`src/rtl/iob_vexriscv_bus_bridge.sv`:
```
// iob_vexriscv_bus_bridge: VexRiscv cmd/rsp stream to IOb bridge (cmd_* request in, rsp_* read data out, iob_* IOb master, err_unexp/busy status); `define IOB_VEXRISCV_BRIDGE_REMAP_EN enables the boot-dependent address MSB remap
module iob_vexriscv_bus_bridge #(
  parameter int ADDR_W = 32,
  parameter int DATA_W = 32,
  parameter int MAX_OUTST = 2,
  parameter int P_BIT = 30,
  parameter int E_BIT = 31
) (
  input  logic                clk,
  input  logic                rst,
  input  logic                boot,
  input  logic                cmd_valid,
  output logic                cmd_ready,
  input  logic                cmd_wr,
  input  logic [ADDR_W-1:0]   cmd_addr,
  input  logic [DATA_W-1:0]   cmd_wdata,
  input  logic [DATA_W/8-1:0] cmd_mask,
  output logic                rsp_valid,
  output logic [DATA_W-1:0]   rsp_rdata,
  output logic                rsp_error,
  output logic                iob_valid,
  output logic [ADDR_W-1:0]   iob_addr,
  output logic [DATA_W-1:0]   iob_wdata,
  output logic [DATA_W/8-1:0] iob_wstrb,
  input  logic                iob_ready,
  input  logic                iob_rvalid,
  input  logic [DATA_W-1:0]   iob_rdata,
  output logic                err_unexp,
  output logic                busy
);
  localparam int CW = $clog2(MAX_OUTST + 1);
  logic valid_q, valid_d, err_q, err_d, hs, load, rd_hs, dec;
  logic [ADDR_W-1:0] addr_q, addr_d, maddr;
  logic [DATA_W-1:0] wdata_q, wdata_d;
  logic [DATA_W/8-1:0] wstrb_q, wstrb_d;
  logic [CW-1:0] cnt_q, cnt_d;
`ifdef IOB_VEXRISCV_BRIDGE_REMAP_EN
  assign maddr = {(~boot & ~cmd_addr[P_BIT]) | cmd_addr[E_BIT], cmd_addr[ADDR_W-2:0]};
`else
  logic unused_ok;
  assign unused_ok = ^{boot, P_BIT, E_BIT};
  assign maddr = cmd_addr;
`endif
  always_comb begin
    cmd_ready = (!valid_q | iob_ready) & (cnt_q < CW'(MAX_OUTST));
    hs = cmd_valid & cmd_ready;
    load = hs & (!cmd_wr | (|cmd_mask));
    rd_hs = hs & !cmd_wr;
    dec = iob_rvalid & (cnt_q != '0);
    valid_d = load | (valid_q & !iob_ready);
    addr_d = load ? maddr : addr_q;
    wdata_d = load ? cmd_wdata : wdata_q;
    wstrb_d = load ? (cmd_wr ? cmd_mask : '0) : wstrb_q;
    cnt_d = cnt_q + CW'(rd_hs) - CW'(dec);
    err_d = err_q | (iob_rvalid & (cnt_q == '0));
  end
  always_ff @(posedge clk or posedge rst) begin
    if (rst) begin
      valid_q <= 1'b0;
      addr_q <= '0;
      wdata_q <= '0;
      wstrb_q <= '0;
      cnt_q <= '0;
      err_q <= 1'b0;
    end else begin
      valid_q <= valid_d;
      addr_q <= addr_d;
      wdata_q <= wdata_d;
      wstrb_q <= wstrb_d;
      cnt_q <= cnt_d;
      err_q <= err_d;
    end
  end
  assign iob_valid = valid_q;
  assign iob_addr = addr_q;
  assign iob_wdata = wdata_q;
  assign iob_wstrb = wstrb_q;
  assign rsp_valid = iob_rvalid;
  assign rsp_rdata = iob_rdata;
  assign rsp_error = 1'b0;
  assign err_unexp = err_q;
  assign busy = valid_q | (cnt_q != '0);
endmodule

```
`config.mk`:
```
export PLATFORM = sky130hd
export DESIGN_NAME = iob_vexriscv_bus_bridge
export DESIGN_NICKNAME = d
export VERILOG_FILES = /design/src/rtl/iob_vexriscv_bus_bridge.sv
export SDC_FILE = /design/constraint.sdc
export NUM_CORES = 1
export LEC_CHECK = 0
export CORE_ASPECT_RATIO = 0.6
export CORE_UTILIZATION = 40
export CTS_CLUSTER_SIZE = 40
export DETAILED_ROUTE_END_ITERATION = 8
export PLACE_DENSITY = 0.93
export SYNTH_ARGS = -nofsm -noshare
export SYNTH_HDL_FRONTEND = slang
export SYNTH_SLANG_ARGS = --single-unit
```
`constraint.sdc`:
```
create_clock -name clk -period 4.3 [get_ports clk]
set_input_delay 1.29 -clock clk [delete_from_list [all_inputs] [get_ports clk]]
set_output_delay 1.29 -clock clk [all_outputs]
set_load 0.01 [all_outputs]
```
==> impl_metrics.py, run 1 <==
metrics = {
    "logic_synthesis": {
        "synth_cell_type_count": 22,
        "synth_area_um2": 3330,
        "netlist.area_leader.share": 0.541,
        "synth_top_cell_by_area": "dfrtp_1",
        "ys_ff_latch": 72,
        "yosysWarnings": 0,
        "avgSynthCellArea_um2": 16.2,
        "syn_inst": 205,
        "syn_nets": 314,
        "yosysSeqAreaShare": 0.541,
        "ys_top_cells_by_area": "dfrtp_1 (54%), mux2_4 (27%), buf_4 (7.7%)",
    },
    "clock_network": {
        "ctsHoldBuffers": 0,
        "ctsResizeCount": 0,
        "htree_levels": 3,
        "cts_buffer_depth": 2,
        "cts_setup_buffers": 0,
        "cts_buffers": 9,
        "cts.sinks": 72,
        "cts_root_buf": "clkbuf_16",
        "insertion_delay_ps": 330,
        "clk_pin_slew_ps": 60,
        "cts_tree": "done",
    },
    "worst_setup_path": {
        "r2r-start": "cnt_q[1]$_DFF_PP0_",
        "startpoint": "iob_ready",
        "reg2reg_depth": 4,
        "arrival_ps": 2440,
        "critPathRequiredTime_ps": 3010,
        "reg2reg_slack_ps": 2430,
        "crit_path_max_fanout": 3,
        "reg2reg_to": "iob_addr[14]$_DFFE_PP0P_",
        "crit_path_end_kind": "output pin",
        "startpoint_type": "input port",
        "criticalPathCategory": "input port to output pin",
    },
    "layout": {
        "layout_common_cells": "clkdlybuf4s50_1 (146), dfrtp_1 (72), mux2_4 (60)",
        "fin_nets": 433,
        "multiInputGateArea_um2": 1140,
        "area_growth_pct": 48.8,
        "finalNonFillerCells": 437,
        "seq_area_um2": 1800,
        "drive_above_1_share": 0.258,
        "n_fill_cell": 605,
        "final_common_cell": "clkdlybuf4s50_1",
        "diodes": 0,
    },
    "job": {
        "drv_cap": 0,
    },
    "sta": {
        "fin_crit_ps": 3730,
        "max_freq_mhz": 268,
        "finalMaxSlewViolations": 0,
        "finClkSkew_ps": 3.53,
        "rsz0062_at_grt": "false",
        "tns_ps": 0,
        "setup_viol": 0,
        "final-hold-violation-count": 0,
        "post-route-period-util": 0.867,
        "whs_ps": 467,
    },
    "worst_hold_path": {
        "hold_class": "register to register",
        "hp-start": "err_unexp$_DFF_PP0_",
        "min_path_cells": 1,
        "whs_endpoint": "err_unexp$_DFF_PP0_",
    },
    "global_routing": {
        "grt_pass1_vias": 2045,
        "globalRoute.totalOverflow": 0,
        "grt_util_met3": 0.0719,
        "use_met1": 0.220,
        "gr-usage-met2": 0.238,
        "antenna_found_initial": 0,
        "track_usage": 0.165,
        "grt_max_degree": 73,
        "busiest_layer": "met2",
        "grt_pass1_wl_mm": 10.6,
    },
    "placement": {
        "hpwl_mm": 5.15,
        "place_congestion": 0.759,
        "io_buffers": 146,
        "dp_cells": 421,
    },
    "floorplan": {
        "die_h_um": 72.7,
        "initial_core_util": 0.417,
        "core_um2": 7980,
        "pin_count": 213,
        "std_cell_rows": 25,
        "die_area_um2": 8700,
        "die_w_um": 120,
    },
    "route": {
        "wl_mm": 7.01,
        "dr.pass1.iters": 4,
        "vias": 1997,
        "drt_iter0_drc": 74,
        "drt-wirelength-per-cell_um": 16.0,
        "avgViaCountPerCell": 4.57,
        "drc": 0,
        "antenna_left": 0,
    },
    "outcome": {
        "status": "finished clean",
    },
    "pwr": {
        "vdd.ir_drop.worst_mv": 0.363,
        "p_leak_uw": 0.00216,
        "powerDensity_nw_per_um2": 766,
    },
}
[state kept, by name, indices dropped and copies added (netlist names)]
| name | cells |
|---|---|
| cnt_q | 2 |
| iob_valid | 1 |
| iob_wstrb | 4 |
| iob_addr | 32 |
| iob_wdata | 32 |
| err_unexp | 1 |
[synthesized netlist by cell type]
master	count
o211a_1	1
dfrtp_1	72
inv_1	3
mux2_2	4
a32o_1	4
ha_1	2
buf_4	34
buf_6	1
nor3_1	1
or3b_1	1
or3_1	1
nand2_1	1
or2_2	1
nand2b_1	2
o211ai_1	1
a21o_1	1
conb_1	1
xnor2_1	2
nor2b_1	3
buf_12	6
nor2_1	3
mux2_4	60
[area by class of cell]
type,count,area share
Tap cell,108,0.0273
Multi-Input combinational cell,89,0.230
Inverter,3,0.00227
Clock inverter,5,0.0210
Timing Repair Buffer,149,0.307
Clock buffer,11,0.0490
Sequential cell,72,0.364
[logic make-up (layout without fill, tap and decap cells)]
family	after synthesis	in the layout	synth area share
AND/OR/NAND/NOR	13	13	0.0218
multiplexers	64	64	0.284
adder cells (fa/ha/maj)	2	2	0.00751
flip-flops	72	72	0.541
XOR/XNOR	2	2	0.00526
AO/OA/AOI/OAI	7	7	0.0195
other	1	1	0.00113
buffers and inverters	44	168	0.120
[routing by layer]
layer / vias to the layer above / wire [um]
li1: 909 / -
met1: 964 / 3160
met2: 113 / 3120
met3: 11 / 645
met4: 0 / 82
met5: - / 0
[how the worst max path moves through the flow]
| stage | end | slack, ps | cells past startpoint |
|---|---|---|---|
| after floorplan | cnt_q[0]$_DFF_PP0_ | 1190 | 1 |
| after detailed placement | cmd_ready | 570 | 4 |
| after CTS | cmd_ready | 560 | 4 |
| after global placement | cmd_ready | 570 | 4 |
| after global routing | cmd_ready | 510 | 4 |
| final | cmd_ready | 570 | 4 |
[stage by stage]
stage	power, uW	worst slack, ps	util	area (um^2)
finish	3790	570	0.621	4950
global route	3990	511	0.621	4950
CTS	3840	563	0.621	4950
detailed placement	2960	568	0.578	4610
global placement	2910	567	0.578	4610
floorplan	2150	1190	-	3330
[worst max-delay path, stage by stage]
cell             delay (ps)
clkdlybuf4s50_1         470
nor2b_1                  70
nor2_1                   80
clkdlybuf4s50_1         530
[power by group]
group | switching (uW) | internal [uW]
clock | 267 | 582
sequential | 209 | 1020
combinational | 560 | 1150
total | 1040 | 2760
(Power assumes the default switching activity.)
==> run 2, diff against run 1 <==
--- a/config.mk
+++ b/config.mk
@@ -5,7 +5,7 @@
 export SDC_FILE = /design/constraint.sdc
 export NUM_CORES = 1
 export LEC_CHECK = 0
-export CORE_ASPECT_RATIO = 0.6
+export CORE_ASPECT_RATIO = 0.8
 export CORE_UTILIZATION = 40
 export CTS_CLUSTER_SIZE = 40
 export DETAILED_ROUTE_END_ITERATION = 8
==> run 2 against run 1 <==
Against the previous run:
- via count rose by 0.70%
- cell count decreased by 0.23%
- core utilization is 2.0 points lower
- global-route usage rose by 0.51 points
- sequential share of layout area rose by 1.2 points
- cell area shrank 3.1%
- highest routed layer unchanged
- first-iteration DRC count decreased by 51%
- maximum frequency is 0.40% lower
- non-clock buffer count decreased by 1
- combinational power barely moved
- sequential cell count stayed put
- die area fell by 0.11%
==> impl_metrics.py, run 2 (synthesis results as in run 1) <==
metrics = {
    "pwr": {
        "powerDensity_nw_per_um2": 730,
        "p_leak_uw": 0.00208,
        "vdd.ir_drop.worst_mv": 0.379,
    },
    "worst_setup_path": {
        "criticalPathCategory": "input port to output pin",
        "reg2reg_depth": 4,
        "critPathTopFamily": "buffers and inverters",
        "r2r-start": "cnt_q[1]$_DFF_PP0_",
        "crit_chain": "clkdlybuf4s50_1, nor2b_1, nor2_1, clkdlybuf4s50_1",
        "cp_num_buf_inv": 2,
        "critPathRequiredTime_ps": 3010,
        "cp_common_cell": "clkdlybuf4s50_1",
        "cpPeakStageDelay_ps": 540,
        "cp_slowest_cell": "clkdlybuf4s50_1",
        "startpoint_type": "input port",
        "reg2reg_to": "iob_wdata[0]$_DFFE_PP0P_",
        "crit_path_max_fanout": 3,
        "reg2reg_slack_ps": 2160,
        "crit_path_end_kind": "output pin",
        "startpoint": "iob_ready",
        "arrival_ps": 2450,
    },
    "layout": {
        "layout_common_cells": "clkdlybuf4s50_1 (146), dfrtp_1 (72), mux2_4 (60)",
        "fin_nets": 432,
        "final_common_cell": "clkdlybuf4s50_1",
        "multiInputGateArea_um2": 1140,
        "seq_area_um2": 1800,
        "stdcell_area_um2": 4800,
        "n_fill_cell": 629,
        "area_growth_pct": 44.2,
        "drive_above_1_share": 0.253,
        "finalNonFillerCells": 436,
        "diodes": 0,
    },
    "clock_network": {
        "insertion_delay_ps": 340,
        "cts_root_buf": "clkbuf_8",
        "cts_buffer_depth": 2,
        "cts.sinks": 72,
        "cts_setup_buffers": 0,
        "htree_levels": 3,
        "cts_buffers": 9,
        "cts_tree": "done",
        "ctsResizeCount": 0,
        "ctsHoldBuffers": 0,
        "clk_pin_slew_ps": 80,
    },
    "floorplan": {
        "pin_count": 213,
        "std_cell_rows": 29,
        "die_w_um": 104,
        "die_h_um": 83.6,
        "initial_core_util": 0.417,
        "core_um2": 7980,
        "die_area_um2": 8690,
    },
    "worst_hold_path": {
        "hold_class": "register to register",
        "min_path_cells": 1,
        "hp-start": "err_unexp$_DFF_PP0_",
        "whs_endpoint": "err_unexp$_DFF_PP0_",
    },
    "route": {
        "drt_iter0_drc": 36,
        "dr.pass1.iters": 4,
        "avgViaCountPerCell": 4.61,
        "antenna_left": 0,
        "vias": 2011,
        "wl_met3_um": 512,
        "highest_layer": "met4",
        "drc": 0,
        "wl_mm": 6.97,
        "drt-met1-wl_mm": 2.97,
        "dr_wl_met2_mm": 3.35,
        "drt-wirelength-per-cell_um": 16.0,
    },
    "outcome": {
        "status": "finished clean",
    },
    "sta": {
        "finClkSkew_ps": 8.88,
        "final-hold-violation-count": 0,
        "max_freq_mhz": 267,
        "fin_crit_ps": 3740,
        "relSlewSlack": 0.499,
        "rsz0062_at_grt": "false",
        "whs_ps": 469,
        "worst_pin_slew_ps": 750,
        "post-route-period-util": 0.871,
        "tns_ps": 0,
        "finalMaxSlewViolations": 0,
        "setup_viol": 0,
    },
    "placement": {
        "io_buffers": 146,
        "dp_cells": 420,
        "hpwl_mm": 5.02,
        "place_congestion": 0.773,
        "place_area_um2": 4590,
    },
    "global_routing": {
        "antenna_found_initial": 0,
        "grt_max_degree": 39,
        "globalRoute.totalOverflow": 0,
        "track_usage": 0.170,
        "grt_pass1_wl_mm": 11.5,
        "grt_pass1_vias": 2224,
    },
    "job": {
        "drv_cap": 0,
    },
}
run 2: cell count changes in the layout (fill, tap and decap cells not counted), sizes merged:
| cell | change |
|---|---|
| buf | -1 |
| bufinv | -1 |
| clkinvlp | +1 |
run 2: report_power, final:
part | switching [uW] | leakage [uW] | internal [uW]
Sequential | 211 | 0.000849 | 1020
Clock | 246 | 0.000104 | 327
Combinational | 554 | 0.00113 | 1140
run 2: final cells by class:
class | instances | share of cell area
Clock buffer | 11 | 0.0274
Clock inverter | 5 | 0.0169
Inverter | 3 | 0.00235
Multi-Input combinational cell | 89 | 0.237
Sequential cell | 72 | 0.375
Tap cell | 108 | 0.0282
Timing Repair Buffer | 148 | 0.313
run 2: layer usage:
layer,GRT usage,vias to the layer above
met3,0.0585,19
met5,0,-
met4,0.0740,0
met2,0.280,111
met1,0.203,979
li1,-,902
run 2: how the worst max path moves through the flow:
| stage | endpoint | slack [ps] | cells after the start |
|---|---|---|---|
| global placement | cmd_ready | 550 | 4 |
| global route | cmd_ready | 490 | 4 |
| finish | cmd_ready | 560 | 4 |
| detailed placement | cmd_ready | 540 | 4 |
| CTS | cmd_ready | 540 | 4 |
| floorplan | cnt_q[0]$_DFF_PP0_ | 1190 | 1 |
run 2: per-stage QoR:
| stage | utilization | power (uW) | setup slack, ps |
|---|---|---|---|
| 2_1_floorplan | - | 2150 | 1190 |
| 3_3_place_gp | 0.575 | 2890 | 546 |
| 3_5_place_dp | 0.575 | 2950 | 542 |
| 4_1_cts | 0.601 | 3550 | 541 |
| 5_1_grt | 0.601 | 3690 | 493 |
| 6_report | 0.601 | 3500 | 556 |
==> run 3, diff against run 2 <==
--- a/config.mk
+++ b/config.mk
@@ -10,6 +10,7 @@
 export CTS_CLUSTER_SIZE = 40
 export DETAILED_ROUTE_END_ITERATION = 8
 export PLACE_DENSITY = 0.93
+export SKIP_LAST_GASP = 1
 export SYNTH_ARGS = -nofsm -noshare
 export SYNTH_HDL_FRONTEND = slang
 export SYNTH_SLANG_ARGS = --single-unit
==> results of run 3 <==
Same layout as run 2: the final DEF is identical, and so are final timing and power.
